<file path="config.mk">
export PLATFORM = sky130hd
export DESIGN_NAME = idli_shseq_m
export DESIGN_NICKNAME = d
export VERILOG_FILES = /design/src/rtl/idli_shseq_m.sv
export SDC_FILE = /design/constraint.sdc
export NUM_CORES = 1
export LEC_CHECK = 0
export ABC_CLOCK_PERIOD_IN_PS = 3800
export BUFFER_PORTS_ARGS = -buffer_cell sky130_fd_sc_hd__buf_2
export CORE_ASPECT_RATIO = 1.25
export CORE_MARGIN = 2
export CORE_UTILIZATION = 40
export DETAILED_ROUTE_END_ITERATION = 7
export GPL_ROUTABILITY_DRIVEN = 1
export PLACE_DENSITY = 0.67
export REMOVE_ABC_BUFFERS = 1
export SYNTH_ARGS = -nofsm -noshare
export SYNTH_HDL_FRONTEND = slang
export SYNTH_SLANG_ARGS = --single-unit
</file>
<file path="constraint.sdc">
create_clock -name i_shseq_gck -period 3.8 [get_ports i_shseq_gck]
set_input_delay 0.38 -clock i_shseq_gck [delete_from_list [all_inputs] [get_ports i_shseq_gck]]
set_output_delay 0.38 -clock i_shseq_gck [all_outputs]
set_load 0.01 [all_outputs]
</file>
<file path="src/rtl/idli_shseq_m.sv">
`default_nettype none
// +----------------------------------------------------------------------------+
// | Module      : idli_shseq_m                                                 |
// | Description : Sequencer for the single-position bit-serial shifter.        |
// |               Accepts a shift request (op, amount 0-15). It then runs      |
// |               one 4-cycle pass per position over the 16-bit operand,       |
// |               driving the shifter's slice counter and op. It pulses        |
// |               done when the result and the final carry out are valid.      |
// | Revision    : 1.0 - initial release                                        |
// +----------------------------------------------------------------------------+
// | Optional feature macro: IDLI_SHSEQ_ROT_SHORT_EN                            |
// |   When defined, a ROL/ROR with amount > 8 is issued as the opposite        |
// |   rotate by 16-amount, so that at most 8 passes are ever run.              |
// +----------------------------------------------------------------------------+
// | Ports                                                                      |
// |   i_shseq_gck      in   1  clock                                           |
// |   i_shseq_rst      in   1  synchronous active-high reset                   |
// |   i_shseq_req_vld  in   1  shift request valid                             |
// |   o_shseq_req_rdy  out  1  sequencer can accept a request (IDLE)           |
// |   i_shseq_req_op   in   2  requested op (0 SRL, 1 SRA, 2 ROL, 3 ROR)       |
// |   i_shseq_req_amt  in   4  shift amount in positions                       |
// |   i_shseq_kill     in   1  flush, abandon any sequence in progress         |
// |   o_shseq_run      out  1  shifter slice active this cycle                 |
// |   o_shseq_ctr      out  2  slice counter to the shifter                    |
// |   o_shseq_op       out  2  op to the shifter (held outside RUN)            |
// |   o_shseq_last     out  1  current pass is the final pass                  |
// |   o_shseq_done     out  1  one-cycle pulse, result complete                |
// +----------------------------------------------------------------------------+
module idli_shseq_m (
  input  logic       i_shseq_gck,
  input  logic       i_shseq_rst,
  input  logic       i_shseq_req_vld,
  output logic       o_shseq_req_rdy,
  input  logic [1:0] i_shseq_req_op,
  input  logic [3:0] i_shseq_req_amt,
  input  logic       i_shseq_kill,
  output logic       o_shseq_run,
  output logic [1:0] o_shseq_ctr,
  output logic [1:0] o_shseq_op,
  output logic       o_shseq_last,
  output logic       o_shseq_done
);

  localparam logic [1:0] c_st_idle = 2'd0;
  localparam logic [1:0] c_st_run  = 2'd1;
  localparam logic [1:0] c_st_done = 2'd2;

  logic [1:0] r_state;
  logic [1:0] r_ctr;
  logic [3:0] r_passes;
  logic [1:0] r_op;
  logic       r_run;
  logic       r_last;
  logic       r_done;

  logic [1:0] w_state_nxt;
  logic [1:0] w_ctr_nxt;
  logic [3:0] w_passes_nxt;
  logic [1:0] w_op_nxt;
  logic [1:0] w_req_op;
  logic [3:0] w_req_amt;

`ifdef IDLI_SHSEQ_ROT_SHORT_EN
  localparam logic [1:0] c_op_rol = 2'd2;
  localparam logic [1:0] c_op_ror = 2'd3;

  // Long rotates become the opposite rotate by 16-amount. In 4 bits,
  // 16-amount is simply the two's complement of the amount.
  always_comb begin
    w_req_op  = i_shseq_req_op;
    w_req_amt = i_shseq_req_amt;
    if (((i_shseq_req_op == c_op_rol) || (i_shseq_req_op == c_op_ror)) &&
        (i_shseq_req_amt > 4'd8)) begin
      w_req_op  = (i_shseq_req_op == c_op_rol) ? c_op_ror : c_op_rol;
      w_req_amt = 4'd0 - i_shseq_req_amt;
    end
  end
`else
  always_comb begin
    w_req_op  = i_shseq_req_op;
    w_req_amt = i_shseq_req_amt;
  end
`endif

  always_comb begin
    w_state_nxt  = r_state;
    w_ctr_nxt    = r_ctr;
    w_passes_nxt = r_passes;
    w_op_nxt     = r_op;
    case (r_state)
      c_st_idle: begin
        w_ctr_nxt = 2'd0;
        if (i_shseq_req_vld) begin
          if (w_req_amt == 4'd0) begin
            w_state_nxt = c_st_done;
          end else begin
            w_state_nxt  = c_st_run;
            w_passes_nxt = w_req_amt;
            // The op only changes on entry to RUN so the shifter's
            // stash flop always sees a stable op between passes.
            w_op_nxt     = w_req_op;
          end
        end
      end
      c_st_run: begin
        w_ctr_nxt = r_ctr + 2'd1;
        if (r_ctr == 2'd3) begin
          w_passes_nxt = r_passes - 4'd1;
          if (r_passes == 4'd1) begin
            w_state_nxt = c_st_done;
          end
        end
      end
      c_st_done: begin
        w_ctr_nxt   = 2'd0;
        w_state_nxt = c_st_idle;
      end
      default: begin
        w_ctr_nxt   = 2'd0;
        w_state_nxt = c_st_idle;
      end
    endcase
    // Kill overrides everything, including a coincident handshake.
    if (i_shseq_kill) begin
      w_state_nxt = c_st_idle;
      w_ctr_nxt   = 2'd0;
      w_op_nxt    = r_op;
    end
  end

  always_ff @(posedge i_shseq_gck) begin
    if (i_shseq_rst) begin
      r_state  <= c_st_idle;
      r_ctr    <= 2'd0;
      r_passes <= 4'd0;
      r_op     <= 2'd0;
      r_run    <= 1'b0;
      r_last   <= 1'b0;
      r_done   <= 1'b0;
    end else begin
      r_state  <= w_state_nxt;
      r_ctr    <= w_ctr_nxt;
      r_passes <= w_passes_nxt;
      r_op     <= w_op_nxt;
      r_run    <= (w_state_nxt == c_st_run);
      r_last   <= (w_state_nxt == c_st_run) && (w_passes_nxt == 4'd1);
      r_done   <= (w_state_nxt == c_st_done);
    end
  end

  assign o_shseq_req_rdy = (r_state == c_st_idle);
  assign o_shseq_run     = r_run;
  assign o_shseq_ctr     = r_ctr;
  assign o_shseq_op      = r_op;
  assign o_shseq_last    = r_last;
  assign o_shseq_done    = r_done;

endmodule
`default_nettype wire
</file>
==> results of run 1 <==
## flip-flops by register name, indices dropped and copies added (netlist names)
name          cells
o_shseq_run       1
o_shseq_done      1
o_shseq_last      1
r_passes          4
r_state           2
o_shseq_op        2
o_shseq_ctr       2
## through the flow
step / hold slack (ps) / cells / worst slack [ps]
after floorplan: 449 / 73 / 2390
after global placement: 435 / 109 / 2160
after detailed placement: 437 / 109 / 2110
after CTS: 335 / 113 / 2230
after global routing: 345 / 113 / 2090
final: 325 / 113 / 2240
## cell usage after synthesis
cell / number
buf_4: 1
nor4_2: 1
nor2_1: 8
a21boi_0: 1
nor2b_1: 2
or2b_1: 1
nor3b_1: 2
or3_1: 3
dfxtp_1: 13
nor3_2: 1
nor3_1: 1
o21bai_1: 1
inv_1: 4
mux2i_1: 2
o211ai_2: 1
or3b_4: 1
o21ai_2: 1
o221a_4: 1
a31oi_1: 2
and4bb_1: 1
ha_1: 3
nand3_1: 2
nand4_1: 1
nand2_1: 4
o21ai_0: 2
nand2b_1: 1
nand3b_1: 3
buf_6: 1
o2111ai_2: 1
o211ai_1: 2
nor4_4: 1
a21oi_1: 3
and3_1: 3
## area by class of cell
class	instances	area share, %
Multi-Input combinational cell	56	50.4
Timing Repair Buffer	17	10.3
Sequential cell	13	31.5
Clock buffer	4	3.18
Inverter	4	1.82
Tap cell	19	2.87
## critical path, delay by kind of cell (launching register included)
family | cells | cell delay (ps)
compound gates | 1 | 250
buf+inv | 1 | 60
simple gates | 3 | 540
flops | 1 | 420
fa+ha+maj | 1 | 200
## per-layer routing
layer | vias to the layer above | global-route usage [%]
li1 | 313 | -
met1 | 291 | 18.7
met2 | 23 | 30.2
met3 | 6 | 3.53
met4 | 0 | 12.9
met5 | - | 0
## worst max path at each step
| stage | start | endpoint | slack (ps) | cells past startpoint |
|---|---|---|---|---|
| after floorplan | i_shseq_req_amt[0] | o_shseq_last | 2390 | 4 |
| after global placement | i_shseq_req_amt[0] | o_shseq_last | 2160 | 5 |
| after detailed placement | i_shseq_req_amt[0] | o_shseq_last | 2110 | 5 |
| after CTS | r_passes[0] | o_shseq_last | 2230 | 6 |
| after global routing | r_passes[0] | o_shseq_last | 2090 | 6 |
| final | r_passes[0] | o_shseq_last | 2240 | 6 |
## kinds of logic (layout without fill, tap and decap cells)
| kind of cell | count (synthesis) | in the layout | synth area share, % |
|---|---|---|---|
| AND/OR/NAND/NOR | 36 | 36 | 33.1 |
| AO/OA/AOI/OAI | 15 | 15 | 17.4 |
| flip-flops | 13 | 13 | 36.6 |
| buffers and inverters | 6 | 25 | 4.75 |
| adder cells (fa/ha/maj) | 3 | 3 | 5.28 |
| multiplexers | 2 | 2 | 2.82 |
## power by group through the flow
stage / clock network [mW] / registers [mW] / logic (mW)
CTS: 0.0912 / 0.147 / 0.0412
finish: 0.0910 / 0.147 / 0.0409
global route: 0.0956 / 0.148 / 0.0461
global placement: 0 / 0.150 / 0.0401
detailed placement: 0 / 0.150 / 0.0409
floorplan: 0 / 0.149 / 0.0249
==> results.ini, run 1 <==
[status]
status = finished, final reports clean

[placed_design]
portBuffers = 17
placed_area_sq_um = 801
globalplace.congestion = 0.791
hpwl_microns = 1200

[setup_path]
crit_fanout = 4
crit_path_end_kind = flop
criticalPathCategory = reg -> reg
timing.rr.end = o_shseq_last
crit_slowest_cell = dfxtp_1
timing.rr.start = r_passes[0]
cpPeakStageDelay_ps = 420
worstPathCellList = inv_1, ha_1, and4bb_1, o21ai_0, nand3_1, nor4_2
required_ps = 4000
r2r_slack_ps = 2240
crit_arrival_ps = 1760
reg2regPathDepth = 6
worstSetupStartpointType = flop

[pwr]
switching_share_pct = 27.9
seqPwrFrac_pct = 52.7
net-switching-power_mw = 0.0779
p_clk_share_pct = 32.6
powerDensity_nw_per_um2 = 337
pwr-share-comb_pct = 14.7
intPower_mw = 0.201
finalPower_mw = 0.279
p_leak_nw = 0.367
ir_drop_uv = 220

[floorplan]
initial_core_util_pct = 41.2
die_w_microns = 41.7
ios = 18
fp.coreArea_sq_um = 1720
rows = 17
dieArea_sq_um = 2130
die_h_microns = 51.1

[sta]
finalMaxSlewViolations = 0
setup_viol = 0
hold_viol_final = 0
skew_ps = 0.886
tightest_slew_ps = 604
fin_crit_sh_pct = 40.9
tns_ps = 0
rsz0062_at_grt = no
fmax_ghz = 0.643
period_needed_ps = 1560
slew_headroom_pct = 59.4

[drt]
dr_wl_met2_microns = 792
drc = 0
wirelength_microns = 1620
routed.top_layer = met4
via_count = 633
met3_wirelength_microns = 89
drtAntennaViolNets = 0
drtIter0Drc = 9
drt-pass1-iter-count = 4
wl_met1_microns = 684
via_per_inst = 5.60
wl_per_cell_microns = 14.3

[global_route]
grt_pass1_wl_microns = 2750
grtUsageTotal_pct = 17.5
grt_start_max_net_pins = 14
grt_overflow = 0
antenna_found_initial = 0
grt_pass1_vias = 624

[finish]
nNetsFinal = 108
final_common_cell = buf_2
utilization_pct = 48.0
n_fill_cell = 172
seq_area_sq_um = 260
syn2layout_area_growth_pct = 16.4
final_cell_mix = buf_2, dfxtp_1, nor2_1
final_area_sq_um = 827
antenna_cells = 0
multi_input_area_sq_um = 417
drive_gt1_share_pct = 29.8

[clock_network]
clk_pin_slew_ps = 80
clock-sinks = 13
cts.repair.resized = 0
numCtsBuffers = 3
clock_latency_ps = 290
hold_buffers = 0
cts_tree = built
h-tree-depth = 1
post-cts-setup-buffers = 0
root_buffer = clkbuf_4
cts_max_path_buffers = 2

[yosys]
synth_cell_types = 33
ys_warn_count = 0
yosysSeqAreaShare_pct = 36.6
synth.largest_area_cell = dfxtp_1
syn_area_sq_um = 711
synth_top_area_share_pct = 36.6
ys_ff_latch = 13
avgSynthCellArea_sq_um = 9.48
synthCells = 75
synth_area_leaders = dfxtp_1, ha_1, nor2_1

[worst_hold_path]
hold_class = in -> reg
hp-start = i_shseq_req_op[0]
min_to = o_shseq_op[0]
worstHoldPathCells = 3

[run]
drv_cap = 0

No activity file was read; power rests on OpenSTA's default activity.
==> run 2, diff against run 1 <==
--- a/config.mk
+++ b/config.mk
@@ -5,7 +5,7 @@
 export SDC_FILE = /design/constraint.sdc
 export NUM_CORES = 1
 export LEC_CHECK = 0
-export ABC_CLOCK_PERIOD_IN_PS = 3800
+export ABC_CLOCK_PERIOD_IN_PS = 1500
 export BUFFER_PORTS_ARGS = -buffer_cell sky130_fd_sc_hd__buf_2
 export CORE_ASPECT_RATIO = 1.25
 export CORE_MARGIN = 2
==> constraint.sdc (replaced) <==
create_clock -name i_shseq_gck -period 1.5 [get_ports i_shseq_gck]
set_input_delay 0.15 -clock i_shseq_gck [delete_from_list [all_inputs] [get_ports i_shseq_gck]]
set_output_delay 0.15 -clock i_shseq_gck [all_outputs]
set_load 0.01 [all_outputs]
==> run 2 against run 1 <==
Effect of this change:
- clock skew increased by 5.6 ps
- die area unchanged
- register-to-register slack got worse by 2200 ps
- clock power increased to 2.6 times the previous value
- design area increased by 7.9%
- combinational power increased to 2.9 times the previous value
- maximum frequency increased by 10%
- global-route usage decreased by 0.80 points
- largest cell class unchanged
- highest routed layer unchanged
==> results.ini, run 2 (synthesized netlist as in run 1, its figures left out) <==
[status]
status = finished, final reports clean

[floorplan]
ios = 18  ; unchanged
die_h_microns = 51.1  ; unchanged
initial_core_util_pct = 41.2  ; unchanged
rows = 17  ; unchanged
fp.coreArea_sq_um = 1720  ; unchanged
dieArea_sq_um = 2130  ; unchanged
die_w_microns = 41.7  ; unchanged

[sta]
period_needed_ps = 1410  ; -143 ps
hold_ws_ps = 84.3  ; -241 ps
fmax_ghz = 0.708  ; +10%
hold_viol_final = 0  ; unchanged
tns_ps = 0  ; unchanged
slew_headroom_pct = 77.3  ; +18 points
fin_crit_sh_pct = 94.2  ; +53 points
finalMaxSlewViolations = 0  ; unchanged
skew_ps = 6.51  ; +5.62 ps
rsz0062_at_grt = yes
tightest_slew_ps = 338  ; -266 ps
setup_ws_ps = 87.6  ; -2160 ps
setup_viol = 0  ; unchanged

[placed_design]
post-place-ws_ps = -1.82  ; -2110 ps
hpwl_microns = 1250  ; +4.3%
portBuffers = 17  ; unchanged
place_inst = 117  ; +7.3%
globalplace.congestion = 0.881  ; +11%

[worst_hold_path]
min_to = o_shseq_op[0]
hold_class = in -> reg
hp-start = i_shseq_req_op[0]
worstHoldPathCells = 3  ; unchanged

[run]
drv_cap = 0  ; unchanged

[setup_path]
crit_slowest_cell = or3b_4
cpPeakStageDelay_ps = 440  ; +20 ps
r2r_slack_ps = 90  ; -2160 ps
reg2regPathDepth = 4  ; -2
worstPathCellList = or3b_4, o221a_4, o2111ai_2, nor4_2
crit_arrival_ps = 1600  ; -160 ps
required_ps = 1690  ; -2310 ps
timing.rr.end = o_shseq_last
timing.rr.start = r_state[1]
criticalPathCategory = reg -> reg
worstSetupStartpointType = flop
crit_fanout = 5  ; +1
crit_path_end_kind = flop

[clock_network]
cts_tree = built
clk_pin_slew_ps = 90  ; about the same
numCtsBuffers = 3  ; unchanged
cts_max_path_buffers = 2  ; unchanged
root_buffer = clkbuf_4
clock_latency_ps = 290  ; about the same
clock-sinks = 13  ; unchanged
h-tree-depth = 1  ; unchanged

[finish]
largest_register_ffs = 4  ; unchanged
final_common_cell = buf_2
final_cell_mix = buf_2, dfxtp_1, nor2_1, buf_4
final_cells = 121  ; +7.1%
regMostFlops = r_passes
utilization_pct = 51.8  ; +3.8 points
nNetsFinal = 116  ; +7.4%
drive_gt1_share_pct = 38.2  ; +8.4 points
syn2layout_area_growth_pct = 25.5
antenna_cells = 0  ; unchanged

[drt]
via_count = 671  ; +6.0%
drc = 0  ; unchanged
drt-pass1-iter-count = 4  ; unchanged
via_per_inst = 5.55  ; -1.0%
wirelength_microns = 1620  ; unchanged
drtAntennaViolNets = 0  ; unchanged
drtIter0Drc = 21  ; +12
wl_per_cell_microns = 13.4  ; -6.6%

[pwr]
ir_drop_uv = 546  ; +150%
p_leak_nw = 0.407  ; +11%
powerDensity_nw_per_um2 = 813  ; +140%

[global_route]
grt_start_max_net_pins = 9  ; -5
grtUsageTotal_pct = 16.7  ; -0.80 points
grt_pass1_vias = 583  ; -6.6%
grt_overflow = 0  ; unchanged
grt_pass1_wl_microns = 2620  ; -4.5%
antenna_found_initial = 0  ; unchanged

## run 2: worst max-delay path by stage
stage / startpoint / end / slack [ps] / depth (start not counted)
2_1_floorplan: r_state[1] / o_shseq_last / 100 / 4
3_3_place_gp: r_passes[1] / o_shseq_last / 40 / 6
3_5_place_dp: r_passes[1] / o_shseq_last / -2 / 6
4_1_cts: r_passes[1] / o_shseq_last / 30 / 6
5_1_grt: r_passes[1] / o_shseq_last / -2 / 6
6_report: r_state[1] / o_shseq_last / 90 / 4
## run 2: critical path, delay by kind of cell, from the launching register on
kind,cells,cell delay [ps]
and+or+nand+nor,2,490
AOI/OAI and AO/OA,2,490
DFF,1,350
## run 2: routing by layer
metal	global-route usage, %	routed length [microns]	vias to the layer above
li1	-	-	327
met2	28.4	800	34
met1	19.4	672	306
met4	9.68	35	0
met5	0	0	-
met3	3.18	107	4
## run 2: where the power goes
part | switching [mW] | internal (mW) | leakage, nW | total (mW)
sequential | 0.0113 | 0.359 | 0.107 | 0.370
clock | 0.133 | 0.104 | 0.0150 | 0.237
combinational | 0.0623 | 0.0564 | 0.285 | 0.119
total | 0.207 | 0.519 | 0.407 | 0.726
## run 2: timing repair
action	in CTS	in global routing
hold buffers	0	0
setup buffers	0	0
gates resized for setup	1	4
endpoints found under the setup margin	1	2
## run 2: metrics by stage
stage / power (mW) / cell area (sq um)
floorplan: 0.442 / 692
global placement: 0.493 / 861
detailed placement: 0.495 / 861
CTS: 0.720 / 887
global route: 0.753 / 892
finish: 0.726 / 892
## run 2: layout make-up
class                   instances  area, sq um
clock buffers                   4         26.3
fillers                       166          831
inverters                       4         15.0
multi-input cells              56          419
flip-flops and latches         13          263
well taps                      19         23.8
repair buffers                 25          145
==> run 3, diff against run 2 <==
==> config.mk (replaced) <==
export PLATFORM = sky130hd
export DESIGN_NAME = idli_shseq_m
export DESIGN_NICKNAME = d
export VERILOG_FILES = /design/src/rtl/idli_shseq_m.sv
export SDC_FILE = /design/constraint.sdc
export NUM_CORES = 1
export LEC_CHECK = 0
export ABC_CLOCK_PERIOD_IN_PS = 1500
export CORE_AREA = 2 2 39 41
export DETAILED_ROUTE_END_ITERATION = 7
export DIE_AREA = 0 0 41 43
export DONT_BUFFER_PORTS = 1
export GPL_ROUTABILITY_DRIVEN = 1
export PLACE_DENSITY = 0.73
export REMOVE_ABC_BUFFERS = 1
export SYNTH_ARGS = -nofsm -noshare
export SYNTH_HDL_FRONTEND = slang
export SYNTH_SLANG_ARGS = --single-unit
==> run 3 against run 2 <==
Effect of this change:
- design area shrank 10%
- critical endpoint unchanged
- clock skew fell by 4.2 ps
- critical path depth unchanged
- die area fell by 17%
- total power fell by 6.6%
- highest routed layer unchanged
- largest cell class unchanged
==> results.ini, run 3 (synthesized netlist as in run 1, its figures left out) <==
[status]
status = finished, final reports clean

[clock_network]
cts_max_path_buffers = 2  ; unchanged
clock-sinks = 13  ; unchanged
numCtsBuffers = 3  ; unchanged
clk_pin_slew_ps = 80  ; about the same
h-tree-depth = 1  ; unchanged
cts_tree = built
root_buffer = clkbuf_4
clock_latency_ps = 280  ; about the same
post-cts-setup-buffers = 0  ; unchanged

[run]
drv_cap = 0  ; unchanged

[sta]
setup_viol = 0  ; unchanged
period_needed_ps = 1450  ; +40.6 ps
hold_viol_final = 0  ; unchanged
finalMaxSlewViolations = 0  ; unchanged
fmax_ghz = 0.688  ; -2.8%
fin_crit_sh_pct = 96.9  ; +2.7 points
slew_headroom_pct = 74.3  ; -3.0 points
hold_ws_ps = 20.6  ; -63.7 ps
skew_ps = 2.29  ; -4.22 ps
tns_ps = 0  ; unchanged
tightest_slew_ps = 382  ; +44.2 ps
rsz0062_at_grt = yes

[floorplan]
fp.coreArea_sq_um = 1380  ; -20%
die_w_microns = 41  ; -1.7%
initial_core_util_pct = 51.4  ; +10 points
dieArea_sq_um = 1760  ; -17%
rows = 14  ; -3
die_h_microns = 43  ; -16%
ios = 18  ; unchanged

[placed_design]
place_inst = 95  ; -19%
globalplace.congestion = 0.946  ; +7.3%
portBuffers = 0  ; -17
hpwl_microns = 1130  ; -10%

[drt]
drc = 0  ; unchanged
via_count = 569  ; -15%
wl_per_cell_microns = 14.8  ; +11%
wirelength_microns = 1480  ; -8.4%
via_per_inst = 5.69  ; +2.6%
drtIter0Drc = 14  ; -33%
drtAntennaViolNets = 0  ; unchanged
drt-pass1-iter-count = 4  ; unchanged

[pwr]
powerDensity_nw_per_um2 = 845  ; +3.9%
net-switching-power_mw = 0.173  ; -16%
switching_share_pct = 25.5  ; -3.0 points
pwr-share-comb_pct = 13.1  ; -3.3 points
p_clk_share_pct = 31.8  ; -0.8 points
p_leak_nw = 0.325  ; -20%
intPower_mw = 0.505  ; -2.7%
seqPwrFrac_pct = 55.1  ; +4.1 points
ir_drop_uv = 550  ; +0.71%

[finish]
final_cell_mix = dfxtp_1, nor2_1, buf_4
antenna_cells = 0  ; unchanged
regMostFlops = r_passes
final_common_cell = dfxtp_1
nNetsFinal = 98  ; -16%
syn2layout_area_growth_pct = 12.9
drive_gt1_share_pct = 25.0  ; -13 points
largest_register_ffs = 4  ; unchanged
final_cells = 100  ; -17%

[setup_path]
worstSetupStartpointType = flop
required_ps = 1670  ; -20 ps
crit_arrival_ps = 1620  ; +20 ps
crit_path_end_kind = flop
crit_fanout = 7  ; +2
criticalPathCategory = reg -> reg

[global_route]
antenna_found_initial = 0  ; unchanged
grt_pass1_vias = 596  ; +2.2%
grtUsageTotal_pct = 21.7  ; +4.9 points
grt_pass1_wl_microns = 2550  ; -2.9%
grt_overflow = 0  ; unchanged
grt_start_max_net_pins = 10  ; +1

[worst_hold_path]
hold_class = in -> reg

## run 3: worst paths after layout
path / from / endpoint / slack (ps) / cells past startpoint
setup reg to reg: r_state[1] / o_shseq_last / 50 / 4
hold reg to reg: r_state[0] / o_shseq_ctr[0] / 490 / 2
setup / recovery: r_state[1] / o_shseq_last / 50 / 4
hold / removal: i_shseq_req_op[1] / o_shseq_op[1] / 20 / 2
## run 3: cell type report
cell class,count,area (sq um)
sequential,13,263
timing repair buffer,7,55.1
tap,16,20.0
inverter,4,15.0
clock buffer,4,26.3
multi-input combinational,56,423
fill,123,582
## run 3: through the flow
| step | setup slack [ps] | total power [mW] | util, % | area [sq um] |
|---|---|---|---|---|
| after floorplan | 96.9 | 0.442 | - | 692 |
| after detailed placement | -38.3 | 0.463 | 54.7 | 757 |
| after CTS | 20.7 | 0.679 | 57.3 | 793 |
| after global routing | -13.2 | 0.709 | 58.0 | 802 |
| after global placement | -5.91 | 0.463 | 54.7 | 757 |
| final | 47.0 | 0.678 | 58.0 | 802 |
## run 3: power by group through the flow
stage / clock [mW] / combinational (mW) / sequential, mW
floorplan: 0 / 0.0632 / 0.379
global placement: 0 / 0.0819 / 0.381
detailed placement: 0 / 0.0823 / 0.381
CTS: 0.218 / 0.0882 / 0.373
global route: 0.234 / 0.0991 / 0.376
finish: 0.215 / 0.0890 / 0.374
## run 3: routing by layer
layer  track usage (%)  wire length [microns]
met5                 0                      0
met4              12.0                     37
met3              5.24                     75
met2              33.1                    707
met1              26.4                    660
## run 3: critical path, cell delays in order (launching register included)
cell	delay [ps]
dfxtp_1	360
or3b_4	450
o221a_4	280
o2111ai_2	210
nor4_2	50
## run 3: repair_timing
item,4_1_cts,5_1_grt
endpoints found under the hold margin,6,0
hold buffers,1,0
setup endpoints to repair,1,2
resized for setup,2,4
pin swaps,0,0
